### config.mk
export PLATFORM = sky130hd
export DESIGN_NAME = uart_recv
export DESIGN_NICKNAME = d
export VERILOG_FILES = /design/src/rtl/uart_recv.sv
export SDC_FILE = /design/constraint.sdc
export NUM_CORES = 1
export LEC_CHECK = 0
export CAP_MARGIN = 20
export CORE_ASPECT_RATIO = 0.9
export CORE_MARGIN = 3
export CORE_UTILIZATION = 49
export DETAILED_ROUTE_END_ITERATION = 10
export PLACE_DENSITY = 0.69
export SYNTH_ARGS = -nofsm -noshare
export SYNTH_HDL_FRONTEND = slang
export SYNTH_SLANG_ARGS = --single-unit
### constraint.sdc
create_clock -name clk_i -period 3.11 [get_ports clk_i]
set_clock_uncertainty 0.15 [all_clocks]
set_input_delay 0.311 -clock clk_i [delete_from_list [all_inputs] [get_ports clk_i]]
set_output_delay 0.311 -clock clk_i [all_outputs]
set_load 0.01 [all_outputs]
### src/rtl/uart_recv.sv
// 8N1 UART receiver: synchronises the RX line, samples each bit at mid-bit and
// delivers a byte with a one-cycle done strobe, or a one-cycle frame-error strobe.
module uart_recv #(
    parameter int unsigned CLK_FREQ = 50000000,
    parameter int unsigned UART_BPS = 115200
) (
    input  logic       clk_i,
    input  logic       rst_n_i,
    input  logic       uart_rxd_i,
    output logic [7:0] uart_dout_o,
    output logic       uart_done_o,
    output logic       uart_frame_err_o,
    output logic       uart_rx_busy_o
);

    localparam int unsigned BPS_CNT = CLK_FREQ / UART_BPS;
    localparam int unsigned HALF    = BPS_CNT / 2;
    localparam int unsigned CNT_W   = $clog2(BPS_CNT);
    localparam logic [CNT_W-1:0] CNT_MAX = CNT_W'(BPS_CNT - 1);
    localparam logic [CNT_W-1:0] CNT_MID = CNT_W'(HALF - 1);

    typedef enum logic [1:0] {StIdle, StStart, StData, StStop} state_e;

    state_e           state_q;
    logic             rx_s1_q, rx_s2_q, rx_s3_q;
    logic [CNT_W-1:0] clk_cnt_q;
    logic [3:0]       bit_cnt_q;
    logic [7:0]       shift_q;
    logic [7:0]       dout_q;
    logic             done_q, err_q, busy_q;

    logic start_edge, mid, wrap;

    assign start_edge = rx_s3_q & ~rx_s2_q;
    // Counter is cleared on the edge cycle, so cycle E+k holds k-1: mid-bit is HALF-1.
    assign mid        = (clk_cnt_q == CNT_MID);
    assign wrap       = (clk_cnt_q == CNT_MAX);

    always_ff @(posedge clk_i or negedge rst_n_i) begin
        if (!rst_n_i) begin
            rx_s1_q <= 1'b1;
            rx_s2_q <= 1'b1;
            rx_s3_q <= 1'b1;
        end else begin
            rx_s1_q <= uart_rxd_i;
            rx_s2_q <= rx_s1_q;
            rx_s3_q <= rx_s2_q;
        end
    end

    always_ff @(posedge clk_i or negedge rst_n_i) begin
        if (!rst_n_i) begin
            state_q   <= StIdle;
            clk_cnt_q <= '0;
            bit_cnt_q <= '0;
            shift_q   <= '0;
            dout_q    <= '0;
            done_q    <= 1'b0;
            err_q     <= 1'b0;
            busy_q    <= 1'b0;
        end else begin
            done_q <= 1'b0;
            err_q  <= 1'b0;
            if (state_q != StIdle) begin
                if (wrap) begin
                    clk_cnt_q <= '0;
                    bit_cnt_q <= bit_cnt_q + 4'd1;
                end else begin
                    clk_cnt_q <= clk_cnt_q + 1'b1;
                end
            end
            unique case (state_q)
                StIdle: begin
                    if (start_edge) begin
                        state_q   <= StStart;
                        busy_q    <= 1'b1;
                        clk_cnt_q <= '0;
                        bit_cnt_q <= '0;
                    end
                end
                StStart: begin
                    if (mid && rx_s2_q) begin
                        state_q <= StIdle;
                        busy_q  <= 1'b0;
                    end else if (wrap) begin
                        state_q <= StData;
                    end
                end
                StData: begin
                    if (mid) begin
                        shift_q <= {rx_s2_q, shift_q[7:1]};
                    end
                    if (wrap && (bit_cnt_q == 4'd8)) begin
                        state_q <= StStop;
                    end
                end
                StStop: begin
                    // Leave at mid-stop so a back-to-back start edge is not missed.
                    if (mid) begin
                        if (rx_s2_q) begin
                            dout_q <= shift_q;
                            done_q <= 1'b1;
                        end else begin
                            err_q <= 1'b1;
                        end
                        state_q <= StIdle;
                        busy_q  <= 1'b0;
                    end
                end
            endcase
        end
    end

    assign uart_dout_o      = dout_q;
    assign uart_done_o      = done_q;
    assign uart_frame_err_o = err_q;
    assign uart_rx_busy_o   = busy_q;

endmodule

Word level (Yosys, flattened, before mapping)
Index checks and enable logic that the tools add are counted.
{"block": "word_totals", "inputBits": 3, "output_inout_bits": 11, "word_cells": 59, "reg_bits": 37}
{"block": "classes", "bitwise": 2, "n_mux": 24, "n_reduce_logical": 9, "eq_ne": 11, "n_addsub": 2}
{"operator": "$mux W9", "n": 4}
{"operator": "$mux W4", "n": 4}
{"operator": "$mux W2", "n": 5}
{"operator": "$add A9 B1 Y9 const B", "n": 1}
{"operator": "$eq A9 B8 Y1 const B", "n": 1}
{"operator": "$eq A9 B9 Y1 const B", "n": 1}
{"operator": "$mux W1", "n": 9}
{"operator": "$ne A2 B2 Y1 const B", "n": 4}
{"operator": "$pmux W2 S4", "n": 1}
{"operator": "$reduce_and A4 Y1", "n": 2}
{"operator": "$add A4 B1 Y4 const B", "n": 1}
{"operator": "$eq A2 B2 Y1 const B", "n": 2}
{"operator": "$eq A4 B4 Y1 const B", "n": 1}
{"operator": "$ne A3 B3 Y1 const B", "n": 1}
{"operator": "$pmux W1 S3", "n": 1}
{"operator": "$reduce_and A3 Y1", "n": 1}
{"operator": "$reduce_bool A3 Y1", "n": 1}
{"operator": "$eq A2 B1 Y1 const B", "n": 1}
{"operator": "$logic_and A1 B1 Y1", "n": 2}
{"operator": "$logic_not A2 Y1", "n": 1}
{"operator": "$reduce_and A2 Y1", "n": 1}
{"operator": "$reduce_bool A2 Y1", "n": 1}
{"operator": "$and A1 B1 Y1", "n": 1}
{"operator": "$not A1 Y1", "n": 1}

Longest topological paths before layout
{"block": "logic_depth", "depth_word": 5, "depth_mapped": 7, "ltp_nobuf": 6}

Least setup slack after synthesis
Ideal clock, no wire load.
{"block": "synth_path", "kind": "reg-to-reg", "start": "register clk_cnt_q[0]", "end": "register shift_q[0]", "path_stages_with_launch": 8, "setup_time_ns": 0.125, "period_less_slack_ns": 1.942, "setup_slack_ns": 1.168, "arrival_time_ns": 1.666, "n_path_buf": 1, "required_time_ns": 2.835, "cell_sequence": "dfrtp_1 -> inv_1 -> ha_1 -> and4bb_1 -> nand4_1 -> or3_1 -> buf_6 -> mux2_4"}
{"block": "synth_between", "elab_chain_len": 2}
{"item": "start, declared", "line_no": "26", "source": "logic [CNT_W-1:0] clk_cnt_q;"}
{"item": "start signal, assigned", "line_no": "69", "source": "clk_cnt_q <= clk_cnt_q + 1'b1;"}
{"item": "$eq A9 B8 Y1", "line_no": "36", "source": "assign mid = (clk_cnt_q == CNT_MID);"}
{"item": "$reduce_and A2 Y1 (no line)"}
{"item": "end signal, assigned", "line_no": "91", "source": "shift_q <= {rx_s2_q, shift_q[7:1]};"}
{"item": "end, declared", "line_no": "28", "source": "logic [7:0] shift_q;"}
No other way between the ends.
A chain may end at the register's enable or synchronous reset.

Worst setup path in the final report
{"block": "layout_path", "start": "register clk_cnt_q[0]", "end": "register shift_q[1]"}
The elaborated chain is that of the path after synthesis.

==> summary.md <==
| Metric | Value |
|---|---|
| Outcome | finished, final reports clean |
| Max-Cap Viols | 0 |
| Vias in the first global route | 1056 |
| Switch Pwr | 281 uW |
| Worst skew pair latency | 280 ps |
| Sequential fraction of the synthesis area | 0.555 |
| Required @ worst endpoint | 3130 ps |
| YS warnings | 0 |
| Global routing usage on met1 | 0.225 |
| Max-slew violations | 0 |
| Syn avg cell area | 12.0 um2 |
| Worst setup SP type | flip-flop |
| ANT nets after route | 0 |
| I/O pin cnt | 14 |
| Sink Count | 37 |
| Die Ht | 61.5 um |
| Type of the worst setup path | reg2reg |
| Post-DP HPWL | 2060 um |
| Synth top area share | 0.508 |
| Arr. time, crit path | 2240 ps |
| Core area | 3160 um2 |
| Clk pwr share | 0.311 |
| Post-Place Cell Area | 1850 um2 |
| Port Buf Inserts | 13 |
| Met2 Use GR | 0.230 |
| Post-CTS setup-driven buffer insertion count | 0 |
| Period Utilization, post-route | 0.712 |
| Share of post-route cells with drive strength above 1 | 0.195 |
| Initial Utilization | 0.530 |
| Hold-fix buffers, CTS | 0 |
| Antenna violations before repair | 0 |
| Post-Synthesis Cell Area | 1680 um2 |
| Resized cells post-CTS | 0 |
| Net Sw Frac | 0.277 |
| Tmin final | 2210 ps |
| Chip Width | 67.6 um |
| Top cells by area, synth | dfrtp_1 51%, mux2_4 7.2%, mux2_2 5.4%, dfstp_2 4.7%, ha_1 3.7% |
| Residual DRC count | 0 |
| Gpl congestion | 0.856 |
| Layer with the highest usage | met2 |
| Grt ovf | 0 |
| Mapped Nets | 148 |
| Sequential Power Share | 0.567 |
| Tot GR Track Use | 0.164 |
| P_leak | 0.000891 uW |
| RSZ-0062 raised after global routing | no |
| First-pass GRT wire length | 4900 um |
| Internal power | 734 uW |
| Final wirelength | 2860 um |
| M3 GR Usage | 0.0511 |
| Final net count | 166 |
| Setup TNS Final | 0 ps |
| Fin. Hold Viols | 0 |
| Hold WC Path Type | reg2reg |
| Area leader, netlist | dfrtp_1 |
| Via density | 5.35 |
| Initial drt markers | 57 |
| Die Area | 4160 um2 |
| Inserted Diodes | 0 |
| Cell Pwr Density | 525 nW/um2 |
| VDD IR max | 0.324 mV |
| Detailed Routing Iterations Pass 1 | 5 |
| CP max FO | 8 |
| H-tree levels | 2 |
| Area delta synth->final | 15.4% |
| Combinational power share | 0.121 |
| Routed wire per std cell | 14.2 um |
| Number of synthesized register bits | 37 |
| Slew @ Worst Pin | 710 ps |
| Hold slack | 213 ps |
| CTS tree | yes |
| Total CTS buffers | 5 |
| Root Driver | clkbuf_8 |
| Netlist cell types | 33 |
| Clock Path Buffers | 2 |
| Fill cells | 265 |
| Vias | 1076 |
| Final setup viols | 0 |
| Design Area, Final | 1930 um2 |
| Fmax achieved | 452 MHz |
| Crit end category | flip-flop |
| Largest net degree at the start of global routing | 24 |
| Rel. slew slack | 0.525 |
| Num rows | 19 |
| Synth Instances | 140 |
| Reg clk slew, reported paths | 70 ps |
==> worst paths after layout <==
path                              start        endpoint  slack [ps]  cells past startpoint
max                        clk_cnt_q[0]      shift_q[1]         900                      6
min                             rx_s1_q         rx_s2_q         210                      0
max reg2reg                clk_cnt_q[0]      shift_q[1]         900                      6
min reg2reg                     rx_s1_q         rx_s2_q         210                      0
max in group asynchronous       rst_n_i      shift_q[5]        1740                      2
min in group asynchronous       rst_n_i  uart_dout_o[2]         300                      1
==> critical path, stage by stage (launching register included) <==
cell	delay [ps]
dfrtp_1	440
inv_1	80
ha_1	150
and4bb_1	180
nand4_1	140
or3_1	580
mux2_4	380
==> flip-flops by register name, indices dropped and copies added, names as in the netlist, named ones only <==
signal / count
uart_dout_o: 8
shift_q: 8
uart_frame_err_o: 1
rx_s2_q: 1
rx_s1_q: 1
state_q: 1
uart_done_o: 1
rx_s3_q: 1
bit_cnt_q: 4
clk_cnt_q: 9
uart_rx_busy_o: 1
==> cell usage after synthesis <==
library cell  count
a21oi_1           3
a22oi_1           1
a32o_1            1
and3b_1           1
and4bb_1          1
and4bb_2          1
buf_6             1
clkbuf_1          2
dfrtp_1          34
dfstp_2           3
ha_1              5
inv_1             7
mux2_2            8
mux2_4            8
mux2i_1           3
nand2_1          13
nand3_1           3
nand4_1           3
nor2_1           14
nor2_2            1
nor2b_1           2
nor3_1            5
nor4bb_1          1
o2111ai_1         2
o211ai_1          1
o21ai_0           3
o21ai_1           1
o221ai_1          1
o31ai_1           2
or2_2             1
or3_1             1
xnor2_1           4
xor2_1            3
==> metrics by stage <==
| step | total power (uW) | std cells | worst slack [ps] | utilization |
|---|---|---|---|---|
| CTS | 1030 | 201 | 908 | 0.611 |
| detailed placement | 709 | 193 | 921 | 0.584 |
| floorplan | 665 | 140 | 1170 | - |
| finish | 1010 | 201 | 895 | 0.611 |
| global placement | 704 | 193 | 996 | 0.584 |
| global route | 1080 | 201 | 783 | 0.611 |
==> final cells by class <==
| class | instances | area (um2) | share of cell area |
|---|---|---|---|
| tap | 42 | 52.6 | 0.0272 |
| inverter | 7 | 26.3 | 0.0136 |
| timing repair buffer | 14 | 138 | 0.0712 |
| sequential | 37 | 930 | 0.481 |
| multi-input combinational | 93 | 701 | 0.362 |
| clock buffer | 5 | 68.8 | 0.0356 |
| clock inverter | 3 | 17.5 | 0.00906 |
==> power by group through the flow <==
stage / Clock (uW) / Combinational (uW) / Sequential (uW)
floorplan: 0 / 97.6 / 567
global placement: 0 / 121 / 583
detailed placement: 0 / 124 / 585
CTS: 327 / 125 / 576
global route: 350 / 144 / 585
finish: 316 / 123 / 576
==> metal layers <==
metal  wire length, um  part of all wire
met5                 0                 0
met4                38             0.013
met3               128             0.045
met2              1250              0.44
met1              1450              0.51
==> cells by family (layout without fill, tap and decap cells) <==
| group | count (synthesis) | after routing | synth area share |
|---|---|---|---|
| AOI/OAI and AO/OA | 15 | 15 | 0.0605 |
| xor gates and xnor gates | 7 | 7 | 0.0366 |
| adders and majority gates | 5 | 5 | 0.0373 |
| buffers and inverters | 10 | 29 | 0.0269 |
| DFF | 37 | 37 | 0.555 |
| muxes | 19 | 19 | 0.143 |
| and+or+nand+nor | 47 | 47 | 0.140 |
==> cell usage in the layout (no fill, tap or decap), drive strengths merged, types with 2 or more instances in the layout <==
cell	count
a21oi	3
and4bb	2
clkbuf	5
clkdlybuf4s50	13
clkinv	2
dfrtp	34
dfstp	3
ha	5
inv	7
mux2	16
mux2i	3
nand2	13
nand3	3
nand4	3
nor2	15
nor2b	2
nor3	5
o2111ai	2
o21ai	4
o31ai	2
xnor2	4
xor2	3
Power figures use the tool's default switching activity.
==> RTL change: new RTL, same flow settings <==
Register the output `uart_dout_o` once more; this adds one clock of latency there. The other outputs are not delayed to match.
--- a/src/rtl/uart_recv.sv
+++ b/src/rtl/uart_recv.sv
@@ -113,3 +113,5 @@
 
-    assign uart_dout_o      = dout_q;
+    always_ff @(posedge clk_i) begin
+        uart_dout_o <= dout_q;
+    end
     assign uart_done_o      = done_q;
Check against the original RTL: no difference found for any inputs over 10 cycles, from zero or initial values and one cycle with rst_n_i low; that may be too few to reach the edited logic, so the function may still have changed.
==> RTL change against the original RTL <==
  * Design area increased by 11%
  * Total power is 29% higher
  * Area after synthesis increased by 13%
  * Routed wire length up 14%
  * Combinational power is 44% higher
  * Worst setup slack better by 0.17 ns
  * Clock power increased by 34%
  * Core utilization is 0.076 points lower
  * Hold slack improved by 0.0023 ns
  * Sequential cell count rose by 8
  * Count of clock-buffer cells in the layout up 1
  * Global-route usage down 0.18 points
  * Via count is 8.3% higher
  * Non-clock buffer count grew 1
  * Largest cell class unchanged
  * Highest routed layer unchanged
==> RTL change: results (changes against the original RTL) <==
status=finished clean; GRT Util Overall=0.162 (-0.00180); R2R depth=6 (unchanged); HPWL after DPL=2200 um (+6.5%); library cells used by synthesis=46 (+39%); grt met2 use=0.247 (+0.0163); Hold Slack=0.216 ns (+0.00233 ns); fin nets=175 (+5.4%); clk sinks=45 (+22%); diode count=0 (unchanged); GRT busiest layer=met2; GR Layer Usage met3=0.0434 (-0.00768); Slowest cell on crit path=dfrtp_1; share of cells above drive strength 1=0.238 (+0.0431); first-pass detailed-route iteration total=4 (-1); FF-to-FF setup slack=1.06 ns (+0.17 ns); vias in the first global route=1202 (+14%); first-pass GRT wire length=5870 um (+20%); Area contributors post-synth=dfrtp_1 (45%), mux2_2 (9.5%), dfxtp_1 (8.5%), dfstp_2 (4.2%), ha_1 (3.3%); Crit path max-delay family=simple AND/OR/NAND/NOR gates; Max rail drop VDD=420 uV (+29%); Post-Synth Adder-Cell Area=0.0330 (-0.00429); Tightest Hold Check Type=flop to flop; H-tree levels=2 (unchanged); CTS root buf=clkbuf_8; DRT iter0 DRCs=57 (unchanged); Post-Synth XOR/XNOR Area=0.0324 (-0.00421); number of buffers created by CTS=5 (unchanged); post-synthesis mux area share=0.0952 (-0.0482); relative slew slack=0.646 (+0.120); CTS clk-pin slew, worst paths=0.08 ns; Avg WL per Cell=15.4 um (+8.3%); RD Place Congestion=0.759 (-11%); Crit Path Max Fanout=8 (unchanged); CP max stage delay=0.41 ns (-0.17 ns); synth warn=0 (unchanged); post-synthesis compound-gate area fraction=0.0820 (+0.0215); worst r2r dst=dout_q[0]; Net Count, Synth=159 (+7.4%); met1 Use GR=0.223 (-0.00151); Seq/Total Area, Yosys=0.576 (+0.0208); Post-synth top cells=dfrtp_1 (34), mux2_2 (16), nor2_1 (12); Arrival @ worst endpoint=2.08 ns (-0.16 ns); FFs w/ async S/R, synth=0.822 (-0.178); Biggest register=clk_cnt_q; Critical Path Source=clk_cnt_q[1]; largest net degree at the start of global routing=38 (+58%); leakage=0.986 nW (+11%); routed vias/inst=5.50 (+2.7%)
-- RTL change: per-layer routing --
layer | share of wire | vias to the layer above
met1 | 0.49 | 585
met3 | 0.039 | 4
met2 | 0.46 | 17
li1 | - | 559
met5 | 0 | -
met4 | 0.011 | 0
-- RTL change: report_power, final --
group          total, W  switching (W)  internal (W)
clock          0.000425       0.000187      0.000238
sequential     0.000705      0.0000716      0.000634
combinational  0.000177      0.0000932     0.0000834
total           0.00131       0.000351      0.000956
-- RTL change: kinds of logic (layout without fill, tap and decap cells) --
kind of cell,Yosys count,in the layout
xor gates and xnor gates,7,7
buffers and inverters,15,32
AOI/OAI and AO/OA,22,22
DFF,45,45
adders and majority gates,5,5
and+or+nand+nor,41,41
muxes,16,16
-- RTL change: stage by stage --
stage | power [W] | instance area [um2] | worst slack, ns | utilization | instances
after floorplan | 0.000838 | 1890 | 1.32 | - | 151
after global placement | 0.000885 | 2050 | 1.18 | 0.580 | 204
after detailed placement | 0.000893 | 2050 | 1.08 | 0.580 | 204
after CTS | 0.00132 | 2150 | 1.07 | 0.611 | 212
after global routing | 0.00139 | 2150 | 0.897 | 0.611 | 212
final | 0.00131 | 2150 | 1.06 | 0.611 | 212
-- RTL change: layout make-up --
cell class	instances	area, um2
fill	293	1370
sequential	45	1090
multi-input combinational	91	723
timing repair buffer	15	145
clock buffer	6	72.6
tap	44	55.1
clock inverter	2	35.0
inverter	9	33.8
-- RTL change: worst reg2reg max path, stage by stage, from the launching register on --
cell and delay (ns):
dfrtp_1 0.41, inv_1 0.12, ha_1 0.19, nand4bb_1 0.15, nor4_4 0.24, nand4_2 0.32, mux2_2 0.37
